**config.mk**
```make
export PLATFORM = sky130hd
export DESIGN_NAME = systolic_result_drain
export DESIGN_NICKNAME = d
export VERILOG_FILES = /design/src/rtl/systolic_result_drain_pkg.sv /design/src/rtl/systolic_result_drain_tile_fifo.sv /design/src/rtl/systolic_result_drain.sv
export SDC_FILE = /design/constraint.sdc
export NUM_CORES = 1
export LEC_CHECK = 0
export ABC_AREA = 1
export BUFFER_PORTS_ARGS = -buffer_cell sky130_fd_sc_hd__buf_2
export CAP_MARGIN = 20
export CORE_ASPECT_RATIO = 0.5
export CORE_MARGIN = 2
export CORE_UTILIZATION = 30
export CTS_BUF_LIST = sky130_fd_sc_hd__clkbuf_16
export CTS_CLUSTER_DIAMETER = 120
export DETAILED_ROUTE_END_ITERATION = 8
export MAX_ROUTING_LAYER = met4
export SLEW_MARGIN = 20
export SYNTH_ARGS = -nofsm -noshare
export SYNTH_HDL_FRONTEND = slang
export SYNTH_SLANG_ARGS = --single-unit
export TNS_END_PERCENT = 1
```
**constraint.sdc**
```tcl
create_clock -name clk -period 7.35 [get_ports clk]
set_input_delay 0.3675 -clock clk [delete_from_list [all_inputs] [get_ports clk]]
set_output_delay 0.3675 -clock clk [all_outputs]
set_load 0.05 [all_outputs]
```
**src/rtl/systolic_result_drain_pkg.sv**
```systemverilog
// Shared types for the systolic result drain: collector states and the packed 2x2 tile.
package systolic_result_drain_pkg;

    localparam int TILE_DW = 32;

    typedef enum logic [1:0] {
        S_WAIT11   = 2'd0,
        S_WAITEDGE = 2'd1,
        S_WAIT22   = 2'd2
    } coll_state_e;

    typedef struct packed {
        logic [TILE_DW-1:0] c11;
        logic [TILE_DW-1:0] c12;
        logic [TILE_DW-1:0] c21;
        logic [TILE_DW-1:0] c22;
    } tile_t;

    // Word order on the output stream is c11, c12, c21, c22.
    function automatic logic [TILE_DW-1:0] tile_word(input tile_t t, input logic [1:0] idx);
        logic [TILE_DW-1:0] w;
        case (idx)
            2'd0:    w = t.c11;
            2'd1:    w = t.c12;
            2'd2:    w = t.c21;
            default: w = t.c22;
        endcase
        return w;
    endfunction

endpackage

```
**src/rtl/systolic_result_drain_tile_fifo.sv**
```systemverilog
// Synchronous FIFO of packed tiles; wrap-bit pointers distinguish full from empty.
module systolic_result_drain_tile_fifo
    import systolic_result_drain_pkg::*;
#(
    parameter int DEPTH = 4
) (
    input  logic  clk,
    input  logic  reset,
    input  logic  clear_i,
    input  logic  push_i,
    input  tile_t tile_i,
    input  logic  pop_i,
    output logic  full_o,
    output logic  empty_o,
    output tile_t head_o
);

    localparam int AW = $clog2(DEPTH);

    tile_t       mem_q [DEPTH];
    logic [AW:0] wr_ptr_q, wr_ptr_d;
    logic [AW:0] rd_ptr_q, rd_ptr_d;

    assign empty_o = (wr_ptr_q == rd_ptr_q);
    assign full_o  = (wr_ptr_q[AW] != rd_ptr_q[AW]) &&
                     (wr_ptr_q[AW-1:0] == rd_ptr_q[AW-1:0]);
    assign head_o  = mem_q[rd_ptr_q[AW-1:0]];

    always_comb begin
        wr_ptr_d = wr_ptr_q;
        rd_ptr_d = rd_ptr_q;
        if (clear_i) begin
            wr_ptr_d = '0;
            rd_ptr_d = '0;
        end else begin
            if (push_i) wr_ptr_d = wr_ptr_q + (AW+1)'(1);
            if (pop_i)  rd_ptr_d = rd_ptr_q + (AW+1)'(1);
        end
    end

    always_ff @(posedge clk or negedge reset) begin
        if (!reset) begin
            wr_ptr_q <= '0;
            rd_ptr_q <= '0;
        end else begin
            wr_ptr_q <= wr_ptr_d;
            rd_ptr_q <= rd_ptr_d;
        end
    end

    // Storage needs no reset; the pointers define what is valid.
    always_ff @(posedge clk) begin
        if (push_i && !clear_i) mem_q[wr_ptr_q[AW-1:0]] <= tile_i;
    end

endmodule

```
**src/rtl/systolic_result_drain.sv**
```systemverilog
// Captures 2x2 result tiles on the push11/pushedge/push22 strobes and streams them as words.
module systolic_result_drain
    import systolic_result_drain_pkg::*;
#(
    parameter int TILE_DEPTH = 4,
    parameter int DW         = 32
) (
    input  logic          clk,
    input  logic          reset,
    input  logic          start,
    input  logic          push11,
    input  logic          pushedge,
    input  logic          push22,
    input  logic [DW-1:0] c11,
    input  logic [DW-1:0] c12,
    input  logic [DW-1:0] c21,
    input  logic [DW-1:0] c22,
    output logic [DW-1:0] out_data,
    output logic          out_valid,
    input  logic          out_ready,
    output logic          out_tile_end,
    output logic [31:0]   tile_count,
    output logic          overflow,
    output logic          seq_err
);

    coll_state_e   state_q, state_d;
    logic [DW-1:0] c11_q, c11_d;
    logic [DW-1:0] c12_q, c12_d;
    logic [DW-1:0] c21_q, c21_d;
    logic [1:0]    idx_q, idx_d;
    logic [31:0]   tile_count_q, tile_count_d;
    logic          overflow_q, overflow_d;
    logic          seq_err_q, seq_err_d;

    logic [1:0]    n_stb;
    logic          err_set;
    logic          tile_push;
    logic          accept, drop;
    logic          hs, pop;
    logic          fifo_full, fifo_empty;
    tile_t         new_tile, head_tile;

    assign n_stb = {1'b0, push11} + {1'b0, pushedge} + {1'b0, push22};

    always_comb begin
        state_d   = state_q;
        c11_d     = c11_q;
        c12_d     = c12_q;
        c21_d     = c21_q;
        err_set   = 1'b0;
        tile_push = 1'b0;
        if (n_stb > 2'd1) begin
            err_set = 1'b1;
            state_d = S_WAIT11;
        end else if (push11) begin
            // Legal from any state: a fresh push11 restarts capture.
            c11_d   = c11;
            state_d = S_WAITEDGE;
        end else if (pushedge) begin
            if (state_q == S_WAITEDGE) begin
                c12_d   = c12;
                c21_d   = c21;
                state_d = S_WAIT22;
            end else begin
                err_set = 1'b1;
                state_d = S_WAIT11;
            end
        end else if (push22) begin
            if (state_q == S_WAIT22) begin
                tile_push = 1'b1;
            end else begin
                err_set = 1'b1;
            end
            state_d = S_WAIT11;
        end
    end

    assign new_tile = '{c11: c11_q, c12: c12_q, c21: c21_q, c22: c22};

    // Output stream: head tile serialized by the word index.
    assign out_valid    = !fifo_empty;
    assign out_data     = out_valid ? tile_word(head_tile, idx_q) : '0;
    assign out_tile_end = out_valid && (idx_q == 2'd3);
    assign hs           = out_valid && out_ready;
    assign pop          = hs && (idx_q == 2'd3);

    // A full FIFO still takes the tile when the head leaves in the same cycle.
    assign accept = tile_push && (!fifo_full || pop);
    assign drop   = tile_push && fifo_full && !pop;

    always_comb begin
        idx_d        = hs ? idx_q + 2'd1 : idx_q;
        tile_count_d = accept ? tile_count_q + 32'd1 : tile_count_q;
        overflow_d   = overflow_q | drop;
        seq_err_d    = seq_err_q | err_set;
    end

    always_ff @(posedge clk or negedge reset) begin
        if (!reset) begin
            state_q      <= S_WAIT11;
            c11_q        <= '0;
            c12_q        <= '0;
            c21_q        <= '0;
            idx_q        <= '0;
            tile_count_q <= '0;
            overflow_q   <= 1'b0;
            seq_err_q    <= 1'b0;
        end else if (start) begin
            state_q      <= S_WAIT11;
            c11_q        <= '0;
            c12_q        <= '0;
            c21_q        <= '0;
            idx_q        <= '0;
            tile_count_q <= '0;
            overflow_q   <= 1'b0;
            seq_err_q    <= 1'b0;
        end else begin
            state_q      <= state_d;
            c11_q        <= c11_d;
            c12_q        <= c12_d;
            c21_q        <= c21_d;
            idx_q        <= idx_d;
            tile_count_q <= tile_count_d;
            overflow_q   <= overflow_d;
            seq_err_q    <= seq_err_d;
        end
    end

    assign tile_count = tile_count_q;
    assign overflow   = overflow_q;
    assign seq_err    = seq_err_q;

    systolic_result_drain_tile_fifo #(
        .DEPTH (TILE_DEPTH)
    ) u_fifo (
        .clk     (clk),
        .reset   (reset),
        .clear_i (start),
        .push_i  (accept && !start),
        .tile_i  (new_tile),
        .pop_i   (pop && !start),
        .full_o  (fifo_full),
        .empty_o (fifo_empty),
        .head_o  (head_tile)
    );

endmodule
```
==> impl_metrics.json, run 1 <==
{
  "ys_top_cells_by_area": "sky130_fd_sc_hd__edfxtp_1 57%, sky130_fd_sc_hd__dfrtp_1 13%, sky130_fd_sc_hd__nand2_1 5.6%",
  "synth_common_cells": "512 x sky130_fd_sc_hd__edfxtp_1, 405 x sky130_fd_sc_hd__nand2_1, 347 x sky130_fd_sc_hd__nor2_1",
  "finalHoldViolations": 0,
  "drt-pass1-iter-count": 5,
  "worst_slew_margin_rel_pct": 28.1,
  "drive_gt1_share_pct": 12.5,
  "htree_num_levels": 2,
  "worst_setup_hold_path_clk_slew_ns": 0.06,
  "netlist_area_sq_um": 27000,
  "number_of_rows_in_the_core_area": 77,
  "cell_internal_power_mw": 5.89,
  "flow.area_growth_from_synthesis_pct": 18.7,
  "global_route.overflow_total": 0,
  "post_layout_min_period_ns": 5.00,
  "worstHoldEndpoint": "c21_q[21]",
  "vias_in_the_first_global_route": 18400,
  "finalWeightedCongestion": 0.825,
  "power.clock.fraction_pct": 43.9,
  "global_route_wire_length_before_repair_um": 115000,
  "crit_arrival_ns": 4.63,
  "grt_usage_pct": 16.7,
  "min_path_type": "in -> reg",
  "synth_nets": 2567,
  "synth_top_cell_by_area": "sky130_fd_sc_hd__edfxtp_1",
  "grt_setup_unrepaired": "no",
  "postRouteWirelength_um": 76300,
  "ys_seq_area_share_pct": 69.9,
  "worst_r2r_path_depth": 8,
  "die_height_um": 216,
  "cts-buffers-inserted": 60,
  "timing.fmax_mhz": 200,
  "worst-endpoint-required_ns": 6.98,
  "total_number_of_yosys_warnings": 0,
  "crit_path_start_kind": "flip-flop",
  "sequential_cell_fraction_of_total_power_pct": 53.9,
  "post-route-drc-count": 0,
  "clock-skew-final_ns": 0.0567,
  "vias": 18900,
  "layout.filler_cells": 8596,
  "tritoncts": "done",
  "crit-reg2reg-launch": "u_fifo.rd_ptr_q[0]",
  "setup.worst_path.end_class": "output pin",
  "library_cell_used_as_clock_root_buffer": "sky130_fd_sc_hd__clkbuf_16",
  "pwr_density_cell_nw_per_um2": 232,
  "antenna_found_initial": 3,
  "route.antenna.remaining_nets": 0,
  "ys_types": 36,
  "port_buffers": 202,
  "drv_cap": 0,
  "finalCoreUtilization_pct": 36.1,
  "post_cts.repair.setup_buffers": 0,
  "async_flop_share_pct": 21.5,
  "status": "finished clean",
  "r2r-end": "u_fifo.mem_q[0][77]",
  "die-area_sq_um": 92500,
  "power.leakage_nw": 11.9,
  "number_of_cells_on_the_worst_hold_path": 3,
  "critPathKind": "reg -> out",
  "clk_latency_ns": 0.66,
  "dp_hpwl_um": 45600,
  "final-max-slew-violation-count": 0,
  "synthesis.area_per_instance_sq_um": 11.2,
  "synthFlopType": "sky130_fd_sc_hd__edfxtp_1",
  "dominant_cell_by_count_in_the_synthesized_netlist": "sky130_fd_sc_hd__edfxtp_1",
  "sw_share_pct": 20.9,
  "p_sw_mw": 1.55,
  "startpoint_of_the_tightest_hold_check_path": "c21[21]",
  "final_instance_count_excl_fillers": 3895,
  "power_mw": 7.44,
  "postSynthCellCount": 2420,
  "fin_nets": 2803,
  "wire_per_inst_um": 19.6,
  "clock-sinks": 652,
  "initial_utilization_pct": 30.4,
  "period_share_pct": 68.0,
  "die_width_um": 428,
  "synth_top_area_share_pct": 57.0,
  "detail_route.iter0.violations": 1899,
  "largest_net_degree_at_the_start_of_global_routing": 129,
  "reg2reg_slack_ns": 3.15,
  "cp_max_fo": 106,
  "design.core.area_sq_um": 88700,
  "worst-slew-pin-transition_ns": 1.08,
  "final-setup-viol-count": 0,
  "number_of_enable_flip_flop_cells_after_synthesis": 512,
  "clock_path_buffers": 3,
  "via_per_inst": 4.85,
  "synth-seq-cells": 652,
  "ir_drop_v": 0.000192,
  "combinational_power_share_pct": 2.3,
  "ios": 203,
  "placed_cells_incl_taps": 3687
}
-- power by group through the flow --
| stage | Sequential [mW] | Clock [mW] | Combinational, mW |
|---|---|---|---|
| after floorplan | 4.07 | 0 | 0.0399 |
| after global placement | 4.08 | 0 | 0.130 |
| after detailed placement | 4.09 | 0 | 0.133 |
| after CTS | 4.01 | 3.31 | 0.174 |
| after global routing | 4.01 | 3.45 | 0.187 |
| final | 4.01 | 3.26 | 0.170 |
-- what timing repair did --
| item | 4_1_cts | 5_1_grt |
|---|---|---|
| endpoints found under the hold margin | 268 | 0 |
| hold buffers | 92 | 0 |
| resized for setup | 0 | 0 |
-- layout by cell type (no fill, tap or decap), types with 2 or more instances in the layout --
master and instances:
sky130_fd_sc_hd__nand2_1 405, sky130_fd_sc_hd__dfrtp_4 2, sky130_fd_sc_hd__o221ai_1 32, sky130_fd_sc_hd__dfrtp_1 138, sky130_fd_sc_hd__buf_2 201, sky130_fd_sc_hd__clkinvlp_4 3, sky130_fd_sc_hd__nor2_2 2, sky130_fd_sc_hd__clkinv_4 3
sky130_fd_sc_hd__ha_2 3, sky130_fd_sc_hd__dlygate4sd3_1 92, sky130_fd_sc_hd__inv_4 2, sky130_fd_sc_hd__a21oi_1 2, sky130_fd_sc_hd__diode_2 2, sky130_fd_sc_hd__o21ai_1 69, sky130_fd_sc_hd__edfxtp_1 512, sky130_fd_sc_hd__clkinv_16 2
sky130_fd_sc_hd__buf_12 4, sky130_fd_sc_hd__xnor2_1 10, sky130_fd_sc_hd__nand2_2 2, sky130_fd_sc_hd__bufinv_16 8, sky130_fd_sc_hd__nor2_4 6, sky130_fd_sc_hd__o22ai_1 32, sky130_fd_sc_hd__clkinv_2 7, sky130_fd_sc_hd__and2_1 2
sky130_fd_sc_hd__buf_4 20, sky130_fd_sc_hd__nand3_1 255, sky130_fd_sc_hd__ha_1 9, sky130_fd_sc_hd__o21ai_0 293, sky130_fd_sc_hd__clkinv_1 17, sky130_fd_sc_hd__inv_1 150, sky130_fd_sc_hd__clkbuf_16 63, sky130_fd_sc_hd__nor2_1 342
sky130_fd_sc_hd__xor2_1 7
-- per-stage QoR --
step	TNS, ns	setup WS (ns)	hold WS, ns	area (sq um)
finish	0	2.35	0.0191	32000
global route	0	1.97	0.0187	32000
CTS	0	2.35	0.000416	32000
detailed placement	0	3.01	0.500	29000
global placement	0	3.02	0.497	29000
floorplan	-49.66	-0.129	0.0719	27000
-- worst max-delay path: stages (launching register included) --
cell                      delay [ns]
sky130_fd_sc_hd__dfrtp_4        0.84
sky130_fd_sc_hd__buf_4          0.89
sky130_fd_sc_hd__buf_4          0.98
sky130_fd_sc_hd__nor2_1         0.11
sky130_fd_sc_hd__nor2_1         0.11
sky130_fd_sc_hd__o21ai_0        0.08
sky130_fd_sc_hd__o21ai_0        0.11
sky130_fd_sc_hd__nand2_1        0.08
sky130_fd_sc_hd__nand2_1        0.10
sky130_fd_sc_hd__nor2_1         0.04
sky130_fd_sc_hd__nor2_1         0.25
sky130_fd_sc_hd__buf_2          0.33
-- cell families after synthesis --
family	Yosys count	synth area share, %
AOI/OAI and AO/OA	432	8.66
xor gates and xnor gates	17	0.552
adders and majority gates	12	0.556
buffers and inverters	288	4.78
DFF	652	69.9
and+or+nand+nor	1019	15.5
-- worst max path at each step --
| stage | startpoint | end | depth (start not counted) |
|---|---|---|---|
| 2_1_floorplan | push11 | u_fifo.mem_q[1][0] | 8 |
| 3_3_place_gp | u_fifo.rd_ptr_q[0] | out_data[2] | 7 |
| 3_5_place_dp | u_fifo.rd_ptr_q[0] | out_data[2] | 7 |
| 4_1_cts | u_fifo.rd_ptr_q[0] | out_data[2] | 7 |
| 5_1_grt | u_fifo.rd_ptr_q[0] | out_data[4] | 11 |
| 6_report | u_fifo.rd_ptr_q[0] | out_data[11] | 11 |
-- final cells by class --
cell class,instances,area [sq um],area share [%]
Multi-Input combinational cell,1480,6880,21.5
Timing Repair Buffer,318,2170,6.77
Clock buffer,63,1580,4.92
Tap cell,1185,1480,4.63
Antenna cell,2,5.00,0.0156
Inverter,144,548,1.71
Clock inverter,51,499,1.56
Sequential cell,652,18900,58.9
-- flip-flops by register name, summed over array words and instances (netlist names) --
name	cells
c12_q	32
u_fifo.mem_q	512
u_fifo.wr_ptr_q	3
state_q	2
tile_count	32
idx_q	2
overflow	1
c11_q	32
seq_err	1
u_fifo.rd_ptr_q	3
c21_q	32
-- routing by layer --
| layer | part of all wire (%) | track usage [%] | vias to the layer above |
|---|---|---|---|
| met1 | 42 | 21.3 | 9329 |
| met3 | 6.7 | 3.21 | 122 |
| met4 | 3.4 | 5.83 | 0 |
| met2 | 48 | 26.8 | 550 |
| li1 | - | - | 8876 |
| met5 | 0 | - | - |
No activity file was read; power rests on OpenSTA's default activity.
==> run 2: changes to the inputs <==
Settings changed: ABC_AREA 1 to 0.
Clock period 7.35 ns to 4.82 ns, I/O delays scaled along.
==> run 2 against run 1 <==
Compared with the run above: setup slack worse by 1.0 ns; largest cell class unchanged; sequential cell count is the same; highest routed layer unchanged; largest power group unchanged; critical endpoint is now out_data[3]; non-clock buffer count grew 43.
==> impl_metrics.json, run 2 <==
{
  "status": "finished clean",
  "largest_net_degree_at_the_start_of_global_routing": 129,
  "timing.fmax_mhz": 287,
  "final_cell_mix": "512 x sky130_fd_sc_hd__edfxtp_1, 201 x sky130_fd_sc_hd__buf_2, 138 x sky130_fd_sc_hd__dfrtp_1",
  "synth_top_area_share_pct": 60.4,
  "total_number_of_yosys_warnings": 0,
  "drive_gt1_share_pct": 28.7,
  "hold_ws_ns": 0.0570,
  "ctsHoldBuffers": 131,
  "worst-endpoint-required_ns": 4.58,
  "global_route_wire_length_before_repair_um": 90400,
  "setup.worst_path.start": "u_fifo.rd_ptr_q[1]",
  "htree_num_levels": 3,
  "die-area_sq_um": 87400,
  "worst_slew_margin_rel_pct": 30.7,
  "detail_route.iter0.violations": 889,
  "port_buffers": 202,
  "number_of_rows_in_the_core_area": 75,
  "flow.area_growth_from_synthesis_pct": 23.0,
  "cts-buffers-inserted": 66,
  "finalWeightedCongestion": 0.743,
  "ios": 203,
  "synth_top_cell_by_area": "sky130_fd_sc_hd__edfxtp_1",
  "global_route.overflow_total": 0,
  "die_height_um": 210,
  "crit_path_start_kind": "flip-flop",
  "vias": 13700,
  "async_flop_share_pct": 21.5,
  "antenna_found_initial": 1,
  "power_mw": 11.3,
  "number_of_enable_flip_flop_cells_after_synthesis": 512,
  "crit_arrival_ns": 3.25,
  "via_per_inst": 4.83,
  "vias_in_the_first_global_route": 14400,
  "synth-seq-cells": 652,
  "fin_nets": 1817,
  "multi_input_area_sq_um": 6270,
  "period_share_pct": 72.3,
  "post-route-worst-setup-slack_ns": 1.33,
  "gr-usage-met2_pct": 23.6,
  "startpoint_of_the_tightest_hold_check_path": "push22",
  "critical-path-max-stage-delay_ns": 0.86,
  "die_width_um": 416,
  "dp_hpwl_um": 33000,
  "finalHoldViolations": 0,
  "cp_cell_sequence": "buf_12 -> mux4_2 -> a22oi_1 -> a211oi_1 -> buf_2",
  "cell_with_the_biggest_individual_delay_on_the_critical_path": "sky130_fd_sc_hd__dfrtp_4",
  "wire_per_inst_um": 21.0,
  "synthFlopType": "sky130_fd_sc_hd__edfxtp_1",
  "pwr_density_cell_nw_per_um2": 360,
  "ir_drop_v": 0.000223,
  "min_path_type": "in -> reg",
  "layout_commonest_cell": "sky130_fd_sc_hd__edfxtp_1",
  "library_cell_used_as_clock_root_buffer": "sky130_fd_sc_hd__clkbuf_16",
  "synthesis.area_per_instance_sq_um": 19.2,
  "ys_types": 43,
  "final-max-slew-violation-count": 0,
  "grt_usage_pct": 14.0,
  "count_of_buffering_cells_on_the_critical_path_with_inverters_included": 2,
  "clock-sinks": 652,
  "drt-pass1-iter-count": 5,
  "post_place_setup_slack_ns": 1.69,
  "largest_register_ffs": 512,
  "synth_nets": 1473,
  "busiest_layer": "met2",
  "postRouteWirelength_um": 59500,
  "route.antenna.remaining_nets": 0,
  "cp_max_fo": 61,
  "post_layout_min_period_ns": 3.49,
  "layout.filler_cells": 7627,
  "design.core.area_sq_um": 84000,
  "clock-skew-final_ns": 0.0280,
  "clock_path_buffers": 3,
  "grtUsageMet3_pct": 2.07,
  "area.sequential_sq_um": 18900,
  "power.leakage_nw": 11.0,
  "fin_tns_setup_ns": 0,
  "worst_setup_hold_path_clk_slew_ns": 0.06,
  "final-setup-viol-count": 0,
  "postSynthCellCount": 1326,
  "ys_seq_area_share_pct": 74.1,
  "critical-path-top-delay-family": "flip-flops",
  "netlist_area_sq_um": 25500,
  "ys_top_cells_by_area": "sky130_fd_sc_hd__edfxtp_1 60%, sky130_fd_sc_hd__dfrtp_1 14%, sky130_fd_sc_hd__mux4_2 11%",
  "setup.worst_path.end_class": "output pin",
  "tritoncts": "done",
  "drv_cap": 0,
  "initial_utilization_pct": 30.3,
  "critPathKind": "reg -> out",
  "post_cts.repair.setup_buffers": 0,
  "grt_setup_unrepaired": "no",
  "clk_latency_ns": 0.61,
  "dominant_cell_by_count_in_the_synthesized_netlist": "sky130_fd_sc_hd__edfxtp_1",
  "synth_common_cells": "512 x sky130_fd_sc_hd__edfxtp_1, 140 x sky130_fd_sc_hd__dfrtp_1, 128 x sky130_fd_sc_hd__mux4_2",
  "cts_resized": 0,
  "post-route-drc-count": 0,
  "crit-reg2reg-launch": "u_fifo.rd_ptr_q[0]",
  "worst-slew-pin-transition_ns": 1.04,
  "finalCoreUtilization_pct": 37.3,
  "gr-usage-met1_pct": 17.3
}
## run 2: changes by cell type after synthesis, moves of 60 or more
cell                      previous run  this run
sky130_fd_sc_hd__nor2_1            347        35
sky130_fd_sc_hd__o21ai_0           293         8
sky130_fd_sc_hd__a22o_1              0        96
sky130_fd_sc_hd__nand2_1           405        13
sky130_fd_sc_hd__nor2b_1             0        60
sky130_fd_sc_hd__inv_1             141         9
sky130_fd_sc_hd__nand3_1           255        13
sky130_fd_sc_hd__mux4_2              0       128
sky130_fd_sc_hd__o21ai_1            69         0
## run 2: cell type report
cell class                      count  area share (%)
Sequential cell                   652            60.3
Multi-Input combinational cell    580            20.0
Timing Repair Buffer              361            8.54
Clock buffer                       68            5.43
Tap cell                         1116            4.46
Clock inverter                     51            1.21
Inverter                            9           0.108
Antenna cell                        1         0.00798
## run 2: per-layer routing
metal	wire length [um]	up-vias
met5	0	-
met4	1760	0
met3	2270	109
met2	30500	317
met1	25000	7169
li1	-	6120
## run 2: cell families after synthesis
kind of cell             after synthesis  share of synthesized area (%)
AO/OA/AOI/OAI                        224                           6.51
XOR/XNOR                               6                          0.206
adder cells (fa/ha/maj)               12                          0.589
buffers and inverters                 94                           1.87
flip-flops                           652                           74.1
multiplexers                         155                           12.5
AND/OR/NAND/NOR                      183                           4.20
## run 2: worst register-to-register path, stage by stage, from the launching register on
cell and delay, ns:
sky130_fd_sc_hd__dfrtp_4 0.89, sky130_fd_sc_hd__xor2_2 0.34, sky130_fd_sc_hd__or4_1 0.38, sky130_fd_sc_hd__nand2_8 0.11, sky130_fd_sc_hd__nor3b_4 0.23, sky130_fd_sc_hd__buf_12 0.66
## run 2: power breakdown
| group | internal (mW) | leakage (nW) | switching, mW |
|---|---|---|---|
| combinational | 0.140 | 3.32 | 0.153 |
| sequential | 6.07 | 6.64 | 0.0307 |
| clock | 2.79 | 1.06 | 2.11 |
| total | 8.99 | 11.0 | 2.29 |
## run 2: through the flow
stage               cells  area, sq um
floorplan            1326        25600
global placement     2587        27900
detailed placement   2587        27900
CTS                  2837        31300
global route         2838        31300
finish               2838        31300
## run 2: path summary, 6_finish.rpt
check                           cells after the start              endpoint  slack [ns]
worst min register to register                      0  u_fifo.mem_q[3][102]        0.52
worst max-delay path                                5           out_data[3]        1.33
worst min-delay path                                4            state_q[0]        0.06
min in group asynchronous                           2              c21_q[6]        0.30
max in group asynchronous                           3             c11_q[23]        3.57
worst max register to register                      5   u_fifo.mem_q[0][50]        1.75
